[config.mk]
export PLATFORM = sky130hd
export DESIGN_NAME = menu_selector_flat
export DESIGN_NICKNAME = d
export VERILOG_FILES = /design/src/rtl/menu_selector_if.sv /design/src/rtl/menu_selector.sv /design/src/flat_wrapper.sv
export SDC_FILE = /design/constraint.sdc
export NUM_CORES = 1
export LEC_CHECK = 0
export CAP_MARGIN = 5
export CORE_ASPECT_RATIO = 1.5
export CORE_MARGIN = 10
export CORE_UTILIZATION = 34
export DETAILED_ROUTE_END_ITERATION = 8
export PLACE_DENSITY = 0.85
export SYNTH_ARGS = -nofsm -noshare
export SYNTH_HDL_FRONTEND = slang
export SYNTH_SLANG_ARGS = --single-unit
[constraint.sdc]
create_clock -name clk -period 1.6 [get_ports clk]
set_input_delay 0.4 -clock clk [delete_from_list [all_inputs] [get_ports clk]]
set_output_delay 0.4 -clock clk [all_outputs]
set_load 0.01 [all_outputs]
[src/rtl/menu_selector_if.sv]
// Front-panel menu bus: button levels and enable in, selection state out.
interface menu_selector_if #(
  parameter int unsigned IDX_W = 2
);

  logic             enable;
  logic             btn_left;
  logic             btn_right;
  logic             btn_confirm;
  logic [IDX_W-1:0] index;
  logic [63:0]      popup_message;
  logic             changed;
  logic [IDX_W-1:0] choice;
  logic             choice_valid;

  // Driver side: the game FSM and debounced buttons.
  modport master (
    output enable, btn_left, btn_right, btn_confirm,
    input  index, popup_message, changed, choice, choice_valid
  );

  // Selector side.
  modport slave (
    input  enable, btn_left, btn_right, btn_confirm,
    output index, popup_message, changed, choice, choice_valid
  );

endinterface

[src/rtl/menu_selector.sv]
// N-option menu selector: steps a registered index on left/right presses,
// publishes the option label and latches a confirmed choice.
// Optional hold-to-repeat stepping is compiled in with MENU_SELECTOR_REPEAT_EN.
module menu_selector #(
  parameter int unsigned                   NUM_OPTIONS  = 3,
  parameter int unsigned                   IDX_W        = 2,
  parameter int unsigned                   RESET_INDEX  = 0,
  parameter bit                            WRAP         = 1'b0,
  parameter logic [NUM_OPTIONS*64-1:0]     LABELS       = {{32'd0, "Hard"},
                                                           {16'd0, "Medium"},
                                                           {32'd0, "Easy"}},
  parameter int unsigned                   REPEAT_DELAY = 24,
  parameter int unsigned                   REPEAT_RATE  = 8
) (
  input  logic              clk,
  input  logic              rst,
  menu_selector_if.slave    bus
);

  localparam logic [IDX_W-1:0] MAX_IDX = IDX_W'(NUM_OPTIONS - 1);
  localparam logic [IDX_W-1:0] RST_IDX = IDX_W'(RESET_INDEX);

  // Elaboration-time parameter sanity checks.
  if (NUM_OPTIONS < 2 || NUM_OPTIONS > 16) begin : g_bad_num_options
    $error("menu_selector: NUM_OPTIONS must be 2..16");
  end
  if ((1 << IDX_W) < NUM_OPTIONS) begin : g_bad_idx_w
    $error("menu_selector: IDX_W too narrow for NUM_OPTIONS");
  end
  if (RESET_INDEX >= NUM_OPTIONS) begin : g_bad_reset_index
    $error("menu_selector: RESET_INDEX must be below NUM_OPTIONS");
  end
  if (REPEAT_DELAY == 0 || REPEAT_RATE == 0) begin : g_bad_repeat
    $error("menu_selector: REPEAT_DELAY and REPEAT_RATE must be nonzero");
  end

  // Label lookup; indices outside the table never occur.
  function automatic logic [63:0] label_of(input logic [IDX_W-1:0] idx);
    logic [63:0] lbl;
    lbl = '0;
    for (int i = 0; i < int'(NUM_OPTIONS); i++) begin
      if (idx == IDX_W'(i)) lbl = LABELS[64*i +: 64];
    end
    return lbl;
  endfunction

  logic             prev_left_q;
  logic             prev_right_q;
  logic             prev_confirm_q;
  logic [IDX_W-1:0] index_q;
  logic [63:0]      popup_q;
  logic             changed_q;
  logic [IDX_W-1:0] choice_q;
  logic             choice_valid_q;

  logic             press_left_c;
  logic             press_right_c;
  logic             press_confirm_c;
  logic             edge_up_c;
  logic             edge_dn_c;
  logic             step_up_c;
  logic             step_dn_c;
  logic             confirm_c;

  logic [IDX_W-1:0] index_d;
  logic [63:0]      popup_d;
  logic             changed_d;
  logic [IDX_W-1:0] choice_d;
  logic             choice_valid_d;

  // Rising-edge detection and press qualification.
  always_comb begin
    press_left_c    = bus.btn_left    & ~prev_left_q;
    press_right_c   = bus.btn_right   & ~prev_right_q;
    press_confirm_c = bus.btn_confirm & ~prev_confirm_q;
    edge_up_c       = bus.enable & press_right_c & ~press_left_c;
    edge_dn_c       = bus.enable & press_left_c  & ~press_right_c;
    confirm_c       = bus.enable & press_confirm_c;
  end

`ifdef MENU_SELECTOR_REPEAT_EN
  localparam int unsigned RPT_MAX = (REPEAT_DELAY > REPEAT_RATE) ? REPEAT_DELAY : REPEAT_RATE;
  localparam int unsigned CNT_W   = (RPT_MAX > 1) ? $clog2(RPT_MAX) : 1;

  logic             rpt_active_q;
  logic             rpt_active_d;
  logic [CNT_W-1:0] rpt_cnt_q;
  logic [CNT_W-1:0] rpt_cnt_d;
  logic             rpt_fire_c;
  logic             hold_one_c;

  // Countdown to the next auto-repeat step while exactly one direction is held.
  always_comb begin
    rpt_active_d = rpt_active_q;
    rpt_cnt_d    = rpt_cnt_q;
    rpt_fire_c   = 1'b0;
    hold_one_c   = bus.enable & (bus.btn_left ^ bus.btn_right);
    if (!hold_one_c) begin
      rpt_active_d = 1'b0;
      rpt_cnt_d    = '0;
    end else if (edge_up_c | edge_dn_c) begin
      rpt_active_d = 1'b1;
      rpt_cnt_d    = CNT_W'(REPEAT_DELAY - 1);
    end else if (rpt_active_q) begin
      if (rpt_cnt_q == '0) begin
        rpt_fire_c = 1'b1;
        rpt_cnt_d  = CNT_W'(REPEAT_RATE - 1);
      end else begin
        rpt_cnt_d  = rpt_cnt_q - CNT_W'(1);
      end
    end
    step_up_c = edge_up_c | (rpt_fire_c & bus.btn_right);
    step_dn_c = edge_dn_c | (rpt_fire_c & bus.btn_left);
  end

  // Repeat counter state.
  always_ff @(posedge clk) begin
    if (rst) begin
      rpt_active_q <= 1'b0;
      rpt_cnt_q    <= '0;
    end else begin
      rpt_active_q <= rpt_active_d;
      rpt_cnt_q    <= rpt_cnt_d;
    end
  end
`else
  // Only press edges step the index.
  always_comb begin
    step_up_c = edge_up_c;
    step_dn_c = edge_dn_c;
  end
`endif

  // Next selection state with wrap/saturate at the ends.
  always_comb begin
    index_d        = index_q;
    choice_d       = choice_q;
    choice_valid_d = 1'b0;
    if (step_up_c) begin
      index_d = (index_q == MAX_IDX) ? (WRAP ? IDX_W'(0) : index_q) : index_q + IDX_W'(1);
    end else if (step_dn_c) begin
      index_d = (index_q == IDX_W'(0)) ? (WRAP ? MAX_IDX : index_q) : index_q - IDX_W'(1);
    end
    if (confirm_c) begin
      choice_d       = index_q;
      choice_valid_d = 1'b1;
    end
    changed_d = (index_d != index_q);
    popup_d   = label_of(index_d);
  end

  // Selection and button-history registers.
  always_ff @(posedge clk) begin
    if (rst) begin
      prev_left_q    <= 1'b0;
      prev_right_q   <= 1'b0;
      prev_confirm_q <= 1'b0;
      index_q        <= RST_IDX;
      popup_q        <= label_of(RST_IDX);
      changed_q      <= 1'b0;
      choice_q       <= RST_IDX;
      choice_valid_q <= 1'b0;
    end else begin
      prev_left_q    <= bus.btn_left;
      prev_right_q   <= bus.btn_right;
      prev_confirm_q <= bus.btn_confirm;
      index_q        <= index_d;
      popup_q        <= popup_d;
      changed_q      <= changed_d;
      choice_q       <= choice_d;
      choice_valid_q <= choice_valid_d;
    end
  end

  assign bus.index         = index_q;
  assign bus.popup_message = popup_q;
  assign bus.changed       = changed_q;
  assign bus.choice        = choice_q;
  assign bus.choice_valid  = choice_valid_q;

endmodule

[src/flat_wrapper.sv]
// flat-port wrapper written by rule: the top's interface ports become plain ports
module menu_selector_flat 
#(
  parameter int unsigned                   NUM_OPTIONS  = 3,
  parameter int unsigned                   IDX_W        = 2,
  parameter int unsigned                   RESET_INDEX  = 0,
  parameter bit                            WRAP         = 1'b0,
  parameter logic [NUM_OPTIONS*64-1:0]     LABELS       = {{32'd0, "    "},
                                                           {16'd0, "      "},
                                                           {32'd0, "    "}},
  parameter int unsigned                   REPEAT_DELAY = 24,
  parameter int unsigned                   REPEAT_RATE  = 8
)
  (clk, rst, bus_enable, bus_btn_left, bus_btn_right, bus_btn_confirm, bus_index, bus_popup_message, bus_changed, bus_choice, bus_choice_valid);
  menu_selector_if #(.IDX_W(IDX_W)) bus_i ();
  input  logic clk;
  input  logic rst;
  input wire logic [$bits(bus_i.enable)-1:0] bus_enable;
  input wire logic [$bits(bus_i.btn_left)-1:0] bus_btn_left;
  input wire logic [$bits(bus_i.btn_right)-1:0] bus_btn_right;
  input wire logic [$bits(bus_i.btn_confirm)-1:0] bus_btn_confirm;
  output wire logic [$bits(bus_i.index)-1:0] bus_index;
  output wire logic [$bits(bus_i.popup_message)-1:0] bus_popup_message;
  output wire logic [$bits(bus_i.changed)-1:0] bus_changed;
  output wire logic [$bits(bus_i.choice)-1:0] bus_choice;
  output wire logic [$bits(bus_i.choice_valid)-1:0] bus_choice_valid;
  assign bus_i.enable = bus_enable;
  assign bus_i.btn_left = bus_btn_left;
  assign bus_i.btn_right = bus_btn_right;
  assign bus_i.btn_confirm = bus_btn_confirm;
  assign bus_index = bus_i.index;
  assign bus_popup_message = bus_i.popup_message;
  assign bus_changed = bus_i.changed;
  assign bus_choice = bus_i.choice;
  assign bus_choice_valid = bus_i.choice_valid;
  menu_selector #(.NUM_OPTIONS(NUM_OPTIONS), .IDX_W(IDX_W), .RESET_INDEX(RESET_INDEX), .WRAP(WRAP), .LABELS(LABELS), .REPEAT_DELAY(REPEAT_DELAY), .REPEAT_RATE(REPEAT_RATE)) u_core (.clk(clk), .rst(rst), .bus(bus_i));
endmodule
Word level (Yosys, flattened, before mapping)

Index checks and enable logic that the tools add are counted.

Add/subtract/negate cells: 2
Eq/ne operators: 4
Multiplexer cells: 7
Bitwise gates (word level): 13
Reductions and logical operators: 4

Operators with widths:

| kind                  | number |
|---|---|
| $mux W46              | 1 |
| $mux W30              | 1 |
| $and A1 B1 Y1         | 8 |
| $mux W2               | 4 |
| $not A1 Y1            | 5 |
| $eq A2 B2 Y1 const B  | 2 |
| $logic_not A2 Y1      | 2 |
| $reduce_or A3 Y1      | 1 |
| $add A2 B1 Y2 const B | 1 |
| $eq A2 B1 Y1 const B  | 1 |
| $ne A2 B2 Y1          | 1 |
| $reduce_or A2 Y1      | 1 |
| $sub A2 B1 Y2 const B | 1 |
| $mux W1               | 1 |

Flip-flop bits (word level): 73
Bits of input ports: 6
Output and inout port bits: 70

Longest topological paths before layout

Gate-level depths: netlist of the first run.

Depth in word-level cells: 9
Depth in mapped cells: 5
Mapped depth without buffers: 5

Worst setup path after synthesis of the first run

Ideal clock, no wire load.

Path type: register -> register
From: register u_core.index_q[0], in the netlist u_core.bus.index[0]
To: register u_core.changed_q, in the netlist u_core.bus.changed
Setup time: 0.074 ns
Data arrival time: 1.362 ns
Data required time: 1.526 ns
Setup slack: 0.164 ns
Stages on the path, launching flop included: 6
Period minus slack after synthesis: 1.436 ns
Path through: dfxtp_1 -> inv_1 -> ha_1 -> nor4_1 -> nor3_1 -> a31oi_1

Cells in the longest elaborated chain, start to end: 5
Elaborated cells on any way between the ends: 9
Those cells by class: add/sub: 2; eq/ne: 2; mux: 4; reduce/logical: 1

Ends and longest elaborated chain:

| what                                                     | line                 | RTL |
|---|---|---|
| start: declaration                                       | menu_selector.sv:50  | `logic [IDX_W-1:0] index_q;` |
| start signal: assignment                                 | menu_selector.sv:167 | `index_q <= index_d;` |
| $sub A2 B1 Y2 / $logic_not A2 Y1 (equally long branches) | menu_selector.sv:142 | `index_d = (index_q == IDX_W'(0)) ? (WRAP ? MAX_IDX : index_q) : index_q - IDX_W'(1);` |
| $mux W2                                                  | menu_selector.sv:142 |  |
| $mux W2                                                  | menu_selector.sv:141 | `end else if (step_dn_c) begin` |
| $mux W2                                                  | menu_selector.sv:139 | `if (step_up_c) begin` |
| $ne A2 B2 Y1 (*)                                         | menu_selector.sv:148 | `changed_d = (index_d != index_q);` |
| end signal: assignment                                   | menu_selector.sv:169 | `changed_q <= changed_d;` |
| end: declaration                                         | menu_selector.sv:52  | `logic changed_q;` |

Every way passes the cells marked *; elsewhere a longest branch is shown, timed or not.
A chain may end at the register's enable or synchronous reset.

Final worst setup path of the first run

From: register u_core.popup_q[37], in the netlist u_core.bus.popup_message[37]
To: output bus_popup_message[37]

RTL lines:

| what                     | line                 | RTL |
|---|---|---|
| start: declaration       | menu_selector.sv:51  | `logic [63:0] popup_q;` |
| start signal: assignment | menu_selector.sv:159 | `popup_q <= label_of(RST_IDX);` |
| start signal: assignment | menu_selector.sv:168 | `popup_q <= popup_d;` |
| end: declaration         | flat_wrapper.sv:23   | `output wire logic [$bits(bus_i.popup_message)-1:0] bus_popup_message;` |

No word-level cell between the ends.

==> qor.csv, run 1 <==
stage,metric,value,unit
outcome,status,"finished, final reports clean",
worst_setup_path,critPathLaunchType,flip-flop,
routing,wirelength,2330,um
placement,port_buffers,17,
power,p_leak,0.583,nW
final_layout,stdcell_count,185,
worst_setup_path,critical_path_class,flip-flop to output port,
cts,clock_path_buffers,2,
routing,drtIter0Drc,12,
cts,clock_sinks,11,
placement,place_congestion,0.787,
worst_setup_path,slowest_delay,550,ps
worst_setup_path,cp_slowest_cell,clkdlybuf4s50_1,
cts,cts_tree,built,
global_routing,antenna_found_initial,0,
timing,layout_min_cycle_time,1520,ps
global_routing,grt_pass1_vias,758,
flow_run,cap_violations,0,
worst_setup_path,cp-end-kind,output port,
power,ir_worst_vdd,0.647,mV
worst_setup_path,cp.arrival,1120,ps
power,power_density,672,mW/mm2
worst_setup_path,worstPathRequired,1200,ps
cts,worstSkewPairLatency,250,ps
routing,antenna_left,0,
synthesis,ys_seq_area_share,21.3,%
worst_setup_path,cp.buffers_inverters,1,
floorplan,die_w,65.1,um
placement,dp_cells,178,
routing,first_pass_iters,2,
synthesis,synth_area_per_cell,8.63,um2
worst_setup_path,cp_cell_sequence,clkdlybuf4s50_1,
floorplan,design.core.area,0.00291,mm2
global_routing,grt_use_total,7.39,%
floorplan,row_count,24,
timing,fin_tns_setup,0,ps
global_routing,grtUsageMet3,6.52,%
worst_setup_path,crit_cells,1,
floorplan,initial_utilization,35.6,%
min_path,whs_path_depth,1,
timing,setup_violations,0,
final_layout,fill_cells,302,
global_routing,met2_usage,11.2,%
timing,drv_slew,0,
final_layout,nNetsFinal,156,
global_routing,grt-busiest-layer,met2,
cts,cts_inserted_buffers,3,
synthesis,synth_area,0.00104,mm2
cts,clkTransAtPathRegs,50,ps
synthesis,synth_seq_cells,11,
worst_setup_path,worstPathMaxFanout,2,
min_path,hold_path_class,flip-flop to flip-flop,
floorplan,io_pins,76,
global_routing,grt.overflow.total,0,
routing,route.vias.total,699,
timing,hold_violations,0,
worst_setup_path,cp_top_family,buffers and inverters,
synthesis,yosysWarnings,0,
synthesis,ys_types,29,
cts,cts-hold-fix-buffers,0,
global_routing,grt_max_degree,7,
cts,root_buffer,clkbuf_8,
timing,fmax,0.659,GHz
routing,viasPerCell,3.78,
cts,htreeDepth,1,
synthesis,syn_inst,120,
global_routing,grtUsageMet1,6.36,%
global_routing,grt_first_pass_wirelength,3310,um
routing,wl_per_cell,12.6,um
routing,drt_drc_violations_left,0,
timing,min_period_over_period,94.8,%
floorplan,fp.dieArea,0.00570,mm2
floorplan,die_h,87.6,um
final_layout,synthToLayoutAreaGrowth,14.6,%
final_layout,antenna_cells,0,
timing,rsz0062_at_grt,no,
worst_setup_path,rr_worst_depth,5,
placement,dp_hpwl,1860,um
final_layout,drive_gt1_share,19.9,%
timing,fin_skew,7.17,ps
## per-layer routing
layer	vias up	share of wire, %
met5	-	0
met1	310	36
met4	0	2.4
met2	59	43
li1	326	-
met3	4	19
## stage by stage
| stage | power (mW) | utilization, % | instance area, um2 | setup slack [ps] | hold WS [ps] |
|---|---|---|---|---|---|
| final | 0.797 | 40.8 | 1190 | 82.7 | 430 |
| after global routing | 0.844 | 40.8 | 1190 | 26.4 | 453 |
| after CTS | 0.783 | 38.6 | 1120 | 0.885 | 430 |
| after detailed placement | 0.486 | 36.1 | 1050 | -268 | 411 |
| after global placement | 0.483 | 36.1 | 1050 | -251 | 400 |
| after floorplan | 0.531 | - | 1250 | 164 | 388 |
## synthesized netlist by cell type (all sizes together)
library cell | n | area, um2
nor3b | 1 | 7.51
or2b | 1 | 7.51
ha | 3 | 37.5
inv | 3 | 11.3
a2111oi | 1 | 15.0
a211o | 1 | 8.76
buf | 63 | 477
nor2b | 7 | 51.3
nor3 | 3 | 15.0
and2b | 1 | 7.51
o31ai | 2 | 20.0
nand2 | 2 | 7.51
nand3b | 2 | 15.0
nand2b | 4 | 25.0
nand4 | 2 | 18.8
dfxtp | 11 | 220
conb | 1 | 3.75
nor4 | 1 | 6.26
a311oi | 1 | 15.0
nor4b | 1 | 8.76
a31oi | 2 | 12.5
mux2i | 2 | 20.0
o2111ai | 1 | 8.76
nor2 | 3 | 11.3
nand3 | 1 | 5.00
## cell families (layout without fill, tap and decap cells)
family | count (synthesis) | after routing | synth area share (%)
multiplexers | 2 | 2 | 1.93
AND/OR/NAND/NOR | 29 | 29 | 18.0
other | 1 | 58 | 0.362
flip-flops | 11 | 11 | 21.3
adder cells (fa/ha/maj) | 3 | 3 | 3.62
AO/OA/AOI/OAI | 8 | 8 | 7.73
buffers and inverters | 66 | 35 | 47.1
## cells in the final DEF, fill, tap and decap left out, types with 3 or more instances in the layout
| cell type | n |
|---|---|
| clkdlybuf4s50_1 | 8 |
| nor2b_1 | 5 |
| dlymetal6s2s_1 | 7 |
| conb_1 | 58 |
| nor2_1 | 3 |
| dfxtp_1 | 9 |
| ha_1 | 3 |
| clkbuf_8 | 3 |
| buf_4 | 11 |
| nand2b_1 | 4 |
## what timing repair did
action / in CTS / in global routing
gates resized for setup: 5 / 16
pin swaps: 1 / 1
endpoints found under the setup margin: 4 / 8
setup buffers: 2 / 1
## sequential cells by signal (all words and copies together) (netlist names)
register                  cells
u_core.prev_confirm_q         1
u_core.bus.index              2
u_core.bus.changed            1
u_core.bus.choice             2
u_core.bus.choice_valid       1
u_core.prev_left_q            1
u_core.bus.popup_message      2
u_core.prev_right_q           1
## path summary, 6_finish.rpt
path | from | endpoint | slack, ps
hold reg to reg | u_core.prev_confirm_q$_SDFF_PP0_ | u_core.bus.choice_valid$_SDFF_PP0_ | 430
setup / recovery | u_core.bus.popup_message[37]$_SDFF_PP0_ | bus_popup_message[37] | 80
hold / removal | u_core.prev_confirm_q$_SDFF_PP0_ | u_core.bus.choice_valid$_SDFF_PP0_ | 430
setup reg to reg | u_core.bus.index[0]$_SDFF_PP0_ | u_core.bus.index[1]$_SDFF_PP0_ | 200
## report_power, final
| part | total [mW] | internal (mW) | leakage (nW) | switching, mW |
|---|---|---|---|---|
| Clock | 0.289 | 0.176 | 0.0228 | 0.113 |
| Sequential | 0.297 | 0.287 | 0.0910 | 0.00969 |
| Combinational | 0.212 | 0.0770 | 0.469 | 0.135 |
## cell type report
cell class,count,area [um2],share of cell area (%)
Multi-Input combinational cell,100,592,49.8
Timing Repair Buffer,28,268,22.6
Sequential cell,11,223,18.8
Tap cell,39,48.8,4.11
Clock buffer,4,45.0,3.79
Inverter,3,11.3,0.948
(Power assumes the default switching activity.)
==> inputs of run 2 (changes only) <==
==> constraint.sdc (replaced) <==
create_clock -name clk -period 1.6 [get_ports clk]
set_input_delay 0.32 -clock clk [delete_from_list [all_inputs] [get_ports clk]]
set_output_delay 0.32 -clock clk [all_outputs]
set_load 0.01 [all_outputs]
==> qor.csv, run 2 (synthesized netlist as in run 1, its figures left out) <==
stage,metric,value,unit
outcome,status,"finished, final reports clean",
routing,route.vias.total,670,
timing,drv_slew,0,
worst_setup_path,rr_worst_depth,5,
global_routing,grt_use_total,7.10,%
final_layout,multi_input_area,558,um2
timing,fin_skew,4.21,ps
worst_setup_path,cp_top_family,buffers and inverters,
cts,cts-hold-fix-buffers,0,
floorplan,io_pins,76,
routing,wl_met1,696,um
global_routing,grt_pass1_vias,736,
power,p_leak,0.516,nW
routing,top_layer_used,met4,
power,power_density,701,mW/mm2
cts,post_cts_buffers,0,
timing,holdWs,405,ps
worst_setup_path,cp_cell_sequence,clkdlybuf4s50_1,
cts,worstSkewPairLatency,240,ps
global_routing,grt_first_pass_wirelength,3240,um
worst_setup_path,cp_slowest_cell,clkdlybuf4s50_1,
final_layout,synthToLayoutAreaGrowth,5.56,%
cts,htreeDepth,1,
cts,clkTransAtPathRegs,50,ps
global_routing,grt.overflow.total,0,
final_layout,final_common_cell,conb_1,
cts,clock_sinks,11,
power,ir_worst_vdd,0.809,mV
final_layout,antenna_cells,0,
floorplan,design.core.area,0.00291,mm2
floorplan,die_w,65.1,um
routing,dr_wl_met3,458,um
worst_setup_path,worstPathMaxFanout,9,
cts,cts_tree,built,
min_path,hold_path_class,flip-flop to flip-flop,
timing,fmax,0.643,GHz
global_routing,antenna_found_initial,0,
power,p_switching,0.238,mW
floorplan,die_h,87.6,um
worst_setup_path,worstPathRequired,1280,ps
final_layout,seq_area,223,um2
timing,fin_tns_setup,0,ps
placement,dp_hpwl,1790,um
routing,wl_per_cell,12.2,um
final_layout,stdcell_count,179,
cts,root_buffer,clkbuf_8,
timing,layout_min_cycle_time,1550,ps
timing,rsz0062_at_grt,no,
final_layout,fin_util,37.5,%
floorplan,fp.dieArea,0.00570,mm2
final_layout,nNetsFinal,150,
placement,port_buffers,17,
worst_setup_path,critPathLaunchType,flip-flop,
worst_setup_path,cp.buffers_inverters,1,
power,p_clk_share,36.3,%
cts,clock_path_buffers,2,
min_path,whs_path_depth,1,
global_routing,grt_max_degree,10,
routing,first_pass_iters,4,
final_layout,final_cell_mix,"conb_1, clkdlybuf4s50_1, dfxtp_1, nor2b_1, buf_4",
floorplan,initial_utilization,35.6,%
routing,wl_met2,980,um
power,pwr-share-seq,39.0,%
routing,antenna_left,0,
worst_setup_path,cp.arrival,1230,ps
flow_run,cap_violations,0,
power,p_comb_share,24.7,%
worst_setup_path,crit_cells,1,
floorplan,row_count,24,
timing,setup_violations,0,
timing,hold_violations,0,
placement,place_congestion,0.738,
worst_setup_path,critical_path_class,flip-flop to output port,
power,internal-power,0.529,mW
routing,viasPerCell,3.74,
routing,drt_drc_violations_left,0,
placement,dp_cells,175,
final_layout,fill_cells,304,
routing,wirelength,2180,um
routing,drtIter0Drc,7,
timing,min_period_over_period,97.2,%
power,p_sw_share,31.0,%
worst_setup_path,slowest_delay,580,ps
cts,cts_inserted_buffers,3,
worst_setup_path,cp-end-kind,output port,
final_layout,drive_gt1_share,11.4,%
-- run 2: path summary, 6_finish.rpt --
| check | endpoint | slack (ps) | start |
|---|---|---|---|
| setup / recovery | bus_index[1] | 50 | u_core.bus.index[1]$_SDFF_PP0_ |
| hold reg to reg | u_core.bus.choice_valid$_SDFF_PP0_ | 400 | u_core.prev_confirm_q$_SDFF_PP0_ |
| hold / removal | u_core.bus.choice_valid$_SDFF_PP0_ | 400 | u_core.prev_confirm_q$_SDFF_PP0_ |
| setup reg to reg | u_core.bus.changed$_SDFF_PP0_ | 160 | u_core.bus.index[1]$_SDFF_PP0_ |
-- run 2: area by class of cell --
type	count	area share, %
flip-flops and latches	11	20.4
clock buffers	4	4.12
well taps	39	4.46
repair buffers	22	19.0
multi-input cells	100	51.0
inverters	3	1.03
-- run 2: layer usage --
metal | vias up | track usage, %
met5 | - | 0
met4 | 0 | 4.10
met3 | 4 | 6.52
met1 | 296 | 5.63
li1 | 312 | -
met2 | 58 | 11.4
-- run 2: through the flow --
step                power [mW]  instance area [um2]  worst slack [ps]
floorplan                0.531                 1250               164
global placement         0.477                 1030              -166
detailed placement       0.479                 1030              -186
CTS                      0.764                 1080              13.2
global route             0.806                 1090              5.43
finish                   0.766                 1090              45.5
-- run 2: repair_timing --
action | 4_1_cts | 5_1_grt
endpoints found under the setup margin | 1 | 3
hold endpoints to repair | 0 | 0
gates resized for setup | 1 | 3
-- run 2: power groups by stage --
stage / Clock, mW / Sequential, mW / Combinational [mW]
4_1_cts: 0.289 / 0.298 / 0.177
3_3_place_gp: 0 / 0.303 / 0.174
3_5_place_dp: 0 / 0.303 / 0.176
5_1_grt: 0.294 / 0.301 / 0.212
6_report: 0.278 / 0.298 / 0.190
2_1_floorplan: 0 / 0.305 / 0.226
